`config.mk`:
```
export PLATFORM = sky130hd
export DESIGN_NAME = hwpf_arbiter_flat
export DESIGN_NICKNAME = d
export VERILOG_FILES = /design/src/rtl/hwpf_arbiter_if.sv /design/src/rtl/hwpf_arbiter.sv /design/src/flat_wrapper.sv
export SDC_FILE = /design/constraint.sdc
export NUM_CORES = 1
export LEC_CHECK = 0
export ABC_AREA = 1
export CAP_MARGIN = 25
export CORE_AREA = 2 2 135 137
export CTS_CLUSTER_DIAMETER = 200
export DETAILED_ROUTE_END_ITERATION = 12
export DIE_AREA = 0 0 137 139
export DONT_BUFFER_PORTS = 1
export PLACE_DENSITY = 0.62
export SLEW_MARGIN = 20
export SYNTH_ARGS = -nofsm -noshare
export SYNTH_HDL_FRONTEND = slang
export SYNTH_SLANG_ARGS = --single-unit
```
`constraint.sdc`:
```
create_clock -name clk_i -period 2.15 [get_ports clk_i]
set_clock_uncertainty 0.05 [all_clocks]
set_input_delay 0.43 -clock clk_i [delete_from_list [all_inputs] [get_ports clk_i]]
set_output_delay 0.43 -clock clk_i [all_outputs]
set_load 0.005 [all_outputs]
```
`src/rtl/hwpf_arbiter_if.sv`:
```
// rtl/hwpf_arbiter_if.sv - request bundle between CPU, prefetch FIFO, arbiter and dcache
// Carries the shared request type plus all handshake/payload signals of the arbiter.
typedef struct packed {
  logic        valid;
  logic [31:0] addr;
  logic [4:0]  rd;
  logic [63:0] data_rs1;
} req_cpu_dcache_t;

interface hwpf_arbiter_if;
  logic            cpu_req_valid_i;
  req_cpu_dcache_t cpu_req_i;
  logic            cpu_req_ready_o;
  logic            pf_req_valid_i;
  req_cpu_dcache_t pf_req_i;
  logic            pf_read_o;
  logic            dcache_req_valid_o;
  req_cpu_dcache_t dcache_req_o;
  logic            dcache_req_src_pf_o;
  logic            dcache_req_ready_i;

  modport master (
    input  cpu_req_valid_i, cpu_req_i, pf_req_valid_i, pf_req_i, dcache_req_ready_i,
    output cpu_req_ready_o, pf_read_o, dcache_req_valid_o, dcache_req_o, dcache_req_src_pf_o
  );

  modport slave (
    output cpu_req_valid_i, cpu_req_i, pf_req_valid_i, pf_req_i, dcache_req_ready_i,
    input  cpu_req_ready_o, pf_read_o, dcache_req_valid_o, dcache_req_o, dcache_req_src_pf_o
  );
endinterface

```
`src/rtl/hwpf_arbiter.sv`:
```
// rtl/hwpf_arbiter.sv - CPU-vs-prefetch arbiter with one-entry output register
// Demand requests win unless a prefetch has lost STARVE_MAX arbitrations in a row.
module hwpf_arbiter #(
  parameter int unsigned STARVE_MAX = 15
) (
  input  logic                  clk_i,
  input  logic                  rst_ni,
  input  logic                  enable_i,
  input  logic                  flush_i,
  hwpf_arbiter_if.master        bus,
  output logic [31:0]           pf_issued_cnt_o
);

  localparam int SW = $clog2(STARVE_MAX + 1);

  typedef enum logic [1:0] {EMPTY, HOLD_CPU, HOLD_PF} state_t;

  state_t          state, state_next;
  req_cpu_dcache_t req_q, req_next;
  logic [SW-1:0]   starve_cnt;
  logic            load_en, pf_win, cpu_win, starved;

  assign starved = (starve_cnt == SW'(STARVE_MAX));
  assign load_en = (state == EMPTY) | bus.dcache_req_ready_i;
  assign pf_win  = bus.pf_req_valid_i & enable_i & ~flush_i & (~bus.cpu_req_valid_i | starved);
  assign cpu_win = bus.cpu_req_valid_i & ~pf_win;

  always_ff @(posedge clk_i or negedge rst_ni) begin
    if (!rst_ni) begin
      state <= EMPTY;
      req_q <= '0;
    end else begin
      state <= state_next;
      req_q <= req_next;
    end
  end

  // Strobes are gated by reset so nothing is popped or accepted while held in reset.
  always_comb begin
    state_next          = state;
    req_next            = req_q;
    bus.cpu_req_ready_o = 1'b0;
    bus.pf_read_o       = 1'b0;
    if (load_en) begin
      bus.cpu_req_ready_o = cpu_win & rst_ni;
      bus.pf_read_o       = pf_win & rst_ni;
      if (pf_win) begin
        state_next     = HOLD_PF;
        req_next       = bus.pf_req_i;
        req_next.valid = 1'b1;
      end else if (cpu_win) begin
        state_next     = HOLD_CPU;
        req_next       = bus.cpu_req_i;
        req_next.valid = 1'b1;
      end else begin
        state_next = EMPTY;
        req_next   = '0;
      end
    end else if (state == HOLD_PF && flush_i) begin
      state_next = EMPTY;
      req_next   = '0;
    end
  end

  assign bus.dcache_req_valid_o  = (state != EMPTY);
  assign bus.dcache_req_src_pf_o = (state == HOLD_PF);
  assign bus.dcache_req_o        = req_q;

  always_ff @(posedge clk_i or negedge rst_ni) begin
    if (!rst_ni) begin
      starve_cnt <= '0;
    end else if (!enable_i || flush_i || (load_en && pf_win)) begin
      starve_cnt <= '0;
    end else if (load_en && cpu_win && bus.pf_req_valid_i && !starved) begin
      starve_cnt <= starve_cnt + SW'(1);
    end
  end

  always_ff @(posedge clk_i or negedge rst_ni) begin
    if (!rst_ni) begin
      pf_issued_cnt_o <= '0;
    end else if ((state == HOLD_PF) && bus.dcache_req_ready_i && (pf_issued_cnt_o != 32'hFFFF_FFFF)) begin
      pf_issued_cnt_o <= pf_issued_cnt_o + 32'd1;
    end
  end

endmodule

```
`src/flat_wrapper.sv`:
```
// flat-port wrapper written by rule: the top's interface ports become plain ports
module hwpf_arbiter_flat 
#(
  parameter int unsigned STARVE_MAX = 15
)
  (clk_i, rst_ni, enable_i, flush_i, pf_issued_cnt_o, bus_cpu_req_valid_i, bus_cpu_req_i, bus_pf_req_valid_i, bus_pf_req_i, bus_dcache_req_ready_i, bus_cpu_req_ready_o, bus_pf_read_o, bus_dcache_req_valid_o, bus_dcache_req_o, bus_dcache_req_src_pf_o);
  hwpf_arbiter_if bus_i ();
  input  logic clk_i;
  input  logic rst_ni;
  input  logic enable_i;
  input  logic flush_i;
  output logic [31:0] pf_issued_cnt_o;
  input wire logic [$bits(bus_i.cpu_req_valid_i)-1:0] bus_cpu_req_valid_i;
  input wire logic [$bits(bus_i.cpu_req_i)-1:0] bus_cpu_req_i;
  input wire logic [$bits(bus_i.pf_req_valid_i)-1:0] bus_pf_req_valid_i;
  input wire logic [$bits(bus_i.pf_req_i)-1:0] bus_pf_req_i;
  input wire logic [$bits(bus_i.dcache_req_ready_i)-1:0] bus_dcache_req_ready_i;
  output wire logic [$bits(bus_i.cpu_req_ready_o)-1:0] bus_cpu_req_ready_o;
  output wire logic [$bits(bus_i.pf_read_o)-1:0] bus_pf_read_o;
  output wire logic [$bits(bus_i.dcache_req_valid_o)-1:0] bus_dcache_req_valid_o;
  output wire logic [$bits(bus_i.dcache_req_o)-1:0] bus_dcache_req_o;
  output wire logic [$bits(bus_i.dcache_req_src_pf_o)-1:0] bus_dcache_req_src_pf_o;
  assign bus_i.cpu_req_valid_i = bus_cpu_req_valid_i;
  assign bus_i.cpu_req_i = bus_cpu_req_i;
  assign bus_i.pf_req_valid_i = bus_pf_req_valid_i;
  assign bus_i.pf_req_i = bus_pf_req_i;
  assign bus_i.dcache_req_ready_i = bus_dcache_req_ready_i;
  assign bus_cpu_req_ready_o = bus_i.cpu_req_ready_o;
  assign bus_pf_read_o = bus_i.pf_read_o;
  assign bus_dcache_req_valid_o = bus_i.dcache_req_valid_o;
  assign bus_dcache_req_o = bus_i.dcache_req_o;
  assign bus_dcache_req_src_pf_o = bus_i.dcache_req_src_pf_o;
  hwpf_arbiter #(.STARVE_MAX(STARVE_MAX)) u_core (.clk_i(clk_i), .rst_ni(rst_ni), .enable_i(enable_i), .flush_i(flush_i), .bus(bus_i), .pf_issued_cnt_o(pf_issued_cnt_o));
endmodule
```
* Word-level counts from Yosys, hierarchy flattened
Index checks and enable logic that the tools add are counted.
** Word-level totals
- Register bits after elaboration :: 140
- Input bits :: 211
- Output and inout port bits :: 138
- Logic and storage cells :: 50
** Operators by class
- Add/sub/neg operators :: 2
- Eq/ne operators :: 3
- Muxes and demuxes :: 12
- Bitwise logic cells :: 11
- Reductions and logical operators :: 15
** Operators by type and width (number)
- 102-bit 2-to-1 mux :: 4
- 32-bit by 1-bit adder with 32-bit output, second input constant :: 1
- 32-bit != test, second input constant :: 1
- 4-bit 2-to-1 mux :: 2
- 1-bit logical AND :: 7
- 1-bit AND :: 6
- 2-bit 2-to-1 mux :: 3
- 2-bit nonzero test :: 3
- 4-bit by 1-bit adder with 4-bit output, second input constant :: 1
- 4-bit == test, second input constant :: 1
- 1-bit 2-to-1 mux :: 3
- 1-bit NOT :: 3
- 2-bit == test, second input constant :: 1
- 1-bit zero test :: 2
- 2-bit zero test :: 1
- 1-bit logical OR :: 2
- 1-bit bitwise OR :: 2

* Logic depth before layout (Yosys ltp)
- Word-level depth :: 10
- Mapped depth :: 11
- Mapped depth without buffers :: 10

* Least setup slack after synthesis
No wires, ideal clock.
- Path type :: flip-flop to flip-flop
- From :: reg u_core.pf_issued_cnt_o[0]
- To :: reg u_core.pf_issued_cnt_o[21]
- Library setup time :: 0.116 ns
- Arrival :: 1.519 ns
- Required time :: 1.984 ns
- Slack :: 0.464 ns
- Stages on the path, launching flop included :: 12
- Buffers on the path :: 1
- Period minus slack after synthesis :: 1.686 ns
- Path through :: dfrtp_1 > ha_1 > inv_1 > nor2_8 > nand2_4 > nor2_8 > nand2_4 > nand2_4 > inv_4 > buf_6 > nand2_1 > nand2_1
** Between the ends
- Cells in the longest elaborated chain, start to end :: 2
- Elaborated cells on any way between the ends :: 3
- Those cells by class :: add/sub: 1; eq/ne: 1; reduce/logical: 1
** RTL lines
- from (decl) :: RTL line hwpf_arbiter.sv:11 : output logic [31:0] pf_issued_cnt_o
- from (signal assigned) :: RTL line hwpf_arbiter.sv:83 : pf_issued_cnt_o <= pf_issued_cnt_o + 32'd1;
- parallel branches: the longest is 2 deep, another holds 32-bit by 1-bit adder with 32-bit output
Parallel ways; which one is timed is not known.
A chain may end at the register's enable or synchronous reset.

* Final worst setup path
- From :: reg u_core.state[0]
- To :: out bus_cpu_req_ready_o
** Between the ends
- Cells in the longest elaborated chain, start to end :: 3
** RTL lines
- from (decl) :: RTL line hwpf_arbiter.sv:18 : state_t state, state_next;
- from (signal assigned) :: RTL line hwpf_arbiter.sv:33 : state <= state_next;
- 2-bit zero test :: RTL line hwpf_arbiter.sv:24 : assign load_en = (state == EMPTY) | bus.dcache_req_ready_i;
- 1-bit bitwise OR :: RTL line hwpf_arbiter.sv:24
- 1-bit 2-to-1 mux :: RTL line hwpf_arbiter.sv:44 : if (load_en) begin
- to (decl) :: RTL line flat_wrapper.sv:18 : output wire logic [$bits(bus_i.cpu_req_ready_o)-1:0] bus_cpu_req_ready_o;
Every way passes these cells.

==> metrics.yaml <==
status: "complete, but fails checks"
violations: "hold timing"
clock_power_share_pct: 45.7
die-width_um: 137
final.setup.worst_slack_ns: 0.117
ctsHtreeMaxLevel: 4
final.period_utilization_pct: 94.6
clk_transition_reported_paths_ns: 0.06
remaining_drc_errors: 0
power_report.internal_total_mw: 4.78
syn_nets: 1159
cp_slowest_cell: "sky130_fd_sc_hd__dfrtp_1"
power_frac_seq_pct: 46.9
syn2layout_area_growth_pct: 12.3
grt_start_max_net_pins: 142
clock_tree.buffer_depth: 2
worstHoldPathType: "input port to async pin"
num-nets-final: 1154
avgSynthCellArea_sq_um: 7.36
synth_top_flop_cell: "sky130_fd_sc_hd__dfrtp_1"
multi_input_comb_area_sq_mm: 0.00312
synth.cell_area_sq_mm: 0.00696
dieHeight_um: 139
dp.final_hpwl_mm: 16.2
antenna_left: 0
setup_bufs_post_cts: 0
yosysUniqueCellTypes: 24
grt_use_total_pct: 23.5
synthCells: 946
cp_data_required_time_ns: 1.67
cp_data_arrival_time_ns: 1.55
avgRoutedWirePerCell_um: 18.4
routed_wl_mm: 21.9
ys_seq_elements: 140
power_switching_mw: 1.79
max-slew-margin-rel_pct: 64.7
grt_antenna_before_repair: 5
numCtsBuffers: 17
switching_share_of_total_power_pct: 27.3
first_pass_iters: 5
worst_ir_drop_vdd_mv: 0.496
grt_remaining_overflow: 0
power_frac_comb_pct: 7.4
timing.hold.ws_ns: -0.344
ys.warnings.count: 0
core-area_sq_mm: 0.0177
final_core_occ_pct: 44.3
maxCapViolCount: 0
startpoint_kind_of_the_worst_setup_timing_path: "flop"
ctsRootBufferMaster: "sky130_fd_sc_hd__clkbuf_16"
floorplan.initialDensity_pct: 39.4
final_max_slew_viol_count: 0
grt_pass1_vias: 6115
fp-row-count: 49
io_buffers: 0
ys_seq_area_share_pct: 50.3
grt_first_pass_wirelength_mm: 33.9
leakage_dissipation_nw: 3.83
hold_viol: 140
power.density_mw_per_mm2: 840
num_vias: 6136
cts_tree: "done"
timing_worst_slew_pin_value_ns: 0.530
ff_latch_area_sq_mm: 0.00350
viasPerCell: 5.16
cpPeakStageDelay_ns: 0.40
maximum_clock_frequency_ghz: 0.492
i_o_pin_cnt: 349
routabilityCongestion: 0.812
setup-violations-final: 0
drive_above_1_share_pct: 6.71
timing.final.crit_period_ns: 2.03
dieArea_sq_mm: 0.0190
critical_path_peak_fanout: 4
number_of_synthesized_flops_with_an_enable_pin: 0
cell_by_cell_listing_of_the_critical_path: "inv_1 > nand2_1 > nand2_2 > inv_1 > nor2_2 > nand2_2 > nor2_4"
setup_repair_after_global_routing_missed_its_margin: "no"
async_reset_ff_share_pct: 100
fillCellCount: 1801
clock_sinks: 140
critical_path_class: "flop to output port"
clkLatencyLatePin_ns: 0.42
setup-tns-final_ns: 0
detailedPlace.worstSlack_ns: 0.271
drt_first_iter_violations: 378
worst_setup_path_end_kind: "output port"
final cells by class:
cell class                 count  area share, %
clock inverter                13           1.97
inverter                      38           1.89
multi-input combinational    730           39.9
tap                          229           3.66
antenna                        5          0.160
timing repair buffer          14           2.14
sequential                   140           44.8
clock buffer                  19           5.53
Yosys cell counts, types with 3 or more instances:
cell,n,area (sq um)
sky130_fd_sc_hd__nand2_1,508,1910
sky130_fd_sc_hd__buf_2,18,90.1
sky130_fd_sc_hd__xnor2_1,7,61.3
sky130_fd_sc_hd__inv_1,35,131
sky130_fd_sc_hd__buf_4,13,97.6
sky130_fd_sc_hd__xor2_1,7,61.3
sky130_fd_sc_hd__nand3_1,125,626
sky130_fd_sc_hd__dfrtp_1,140,3500
sky130_fd_sc_hd__o21ai_0,7,35.0
sky130_fd_sc_hd__nand2_4,3,33.8
sky130_fd_sc_hd__nor2_1,57,214
sky130_fd_sc_hd__nand3b_1,4,30.0
sky130_fd_sc_hd__clkbuf_1,5,18.8
power groups by stage:
stage	logic [mW]	clock network, mW	registers, mW
after global routing	0.565	3.21	3.11
after CTS	0.490	3.04	3.09
after global placement	0.475	0	3.13
after detailed placement	0.496	0	3.12
final	0.489	3.00	3.08
after floorplan	0.371	0	3.06
sequential cells by signal, summed over array words and instances, names as in the netlist:
signal,flops
u_core.bus.dcache_req_o,102
u_core.pf_issued_cnt_o,32
u_core.starve_cnt,4
u_core.state,2
cells by family (layout without fill, tap and decap cells):
logic type / count (synthesis) / after routing / synth area share, %
simple gates: 704 / 704 / 41.4
flops: 140 / 140 / 50.3
buf+inv: 76 / 84 / 5.37
xor+xnor: 14 / 14 / 1.76
compound gates: 10 / 10 / 0.773
fa+ha+maj: 2 / 2 / 0.359
other cells: 0 / 5 / 0
what timing repair did:
item,4_1_cts,5_1_grt
gates resized for setup,1,7
pin swaps,0,0
gates cloned,0,0
endpoints found under the hold margin,140,140
endpoints found under the setup margin,1,2
placed cells by master (no fill, tap or decap):
master,n
sky130_fd_sc_hd__nand4_1,2
sky130_fd_sc_hd__bufinv_16,2
sky130_fd_sc_hd__inv_1,34
sky130_fd_sc_hd__clkbuf_16,17
sky130_fd_sc_hd__inv_4,1
sky130_fd_sc_hd__nand3_1,124
sky130_fd_sc_hd__a21oi_4,1
sky130_fd_sc_hd__nand2_2,4
sky130_fd_sc_hd__dfrtp_1,140
sky130_fd_sc_hd__xnor2_1,7
sky130_fd_sc_hd__clkinv_2,3
sky130_fd_sc_hd__clkinvlp_4,1
sky130_fd_sc_hd__nor2_2,3
sky130_fd_sc_hd__xor2_1,7
sky130_fd_sc_hd__o21ai_1,2
sky130_fd_sc_hd__nor2_1,54
sky130_fd_sc_hd__nand2_4,3
sky130_fd_sc_hd__nor2_4,1
sky130_fd_sc_hd__inv_8,1
sky130_fd_sc_hd__nor3_2,1
sky130_fd_sc_hd__buf_12,5
sky130_fd_sc_hd__ha_1,2
sky130_fd_sc_hd__nand3b_1,4
sky130_fd_sc_hd__nand2_1,505
sky130_fd_sc_hd__diode_2,5
sky130_fd_sc_hd__inv_2,1
sky130_fd_sc_hd__o21ai_0,7
sky130_fd_sc_hd__buf_4,9
sky130_fd_sc_hd__clkinv_4,3
sky130_fd_sc_hd__nor2_8,2
sky130_fd_sc_hd__clkbuf_1,2
sky130_fd_sc_hd__nand3_2,1
sky130_fd_sc_hd__inv_6,5
per-stage QoR:
| stage | instances | area, sq um | total power, mW | hold slack, ns |
|---|---|---|---|---|
| 2_1_floorplan | 946 | 6960 | 3.43 | 0.0844 |
| 4_1_cts | 1183 | 7790 | 6.62 | -0.359 |
| 3_3_place_gp | 1151 | 7200 | 3.61 | 0.0882 |
| 6_report | 1188 | 7820 | 6.57 | -0.344 |
| 3_5_place_dp | 1151 | 7200 | 3.62 | 0.0877 |
| 5_1_grt | 1188 | 7820 | 6.88 | -0.373 |
metal layers:
layer	vias up	wire [um]	track usage, %
li1	2943	-	-
met1	2916	8460	28.0
met2	245	11200	38.4
met3	32	1740	8.00
met4	0	527	10.3
met5	-	0	0
worst paths after layout:
kind | to | slack [ns] | from | depth (start not counted)
min reg2reg | u_core.state[1] | 0.44 | u_core.state[1] | 2
max in group asynchronous | u_core.bus.dcache_req_o[37] | 2.18 | rst_ni | 0
min | u_core.pf_issued_cnt_o[1] | -0.34 | rst_ni | 0
max reg2reg | u_core.pf_issued_cnt_o[13] | 0.27 | u_core.pf_issued_cnt_o[1] | 10
min in group clk_i | u_core.state[0] | 0.06 | bus_dcache_req_ready_i | 1
max | bus_cpu_req_ready_o | 0.12 | u_core.state[0] | 7
critical path, delay by kind of cell (launching register included):
| family | cells | cell delay (ns) |
|---|---|---|
| DFF | 1 | 0.40 |
| and+or+nand+nor | 5 | 0.58 |
| buffers and inverters | 2 | 0.15 |
Note: power is estimated with default switching activity, not from simulation.
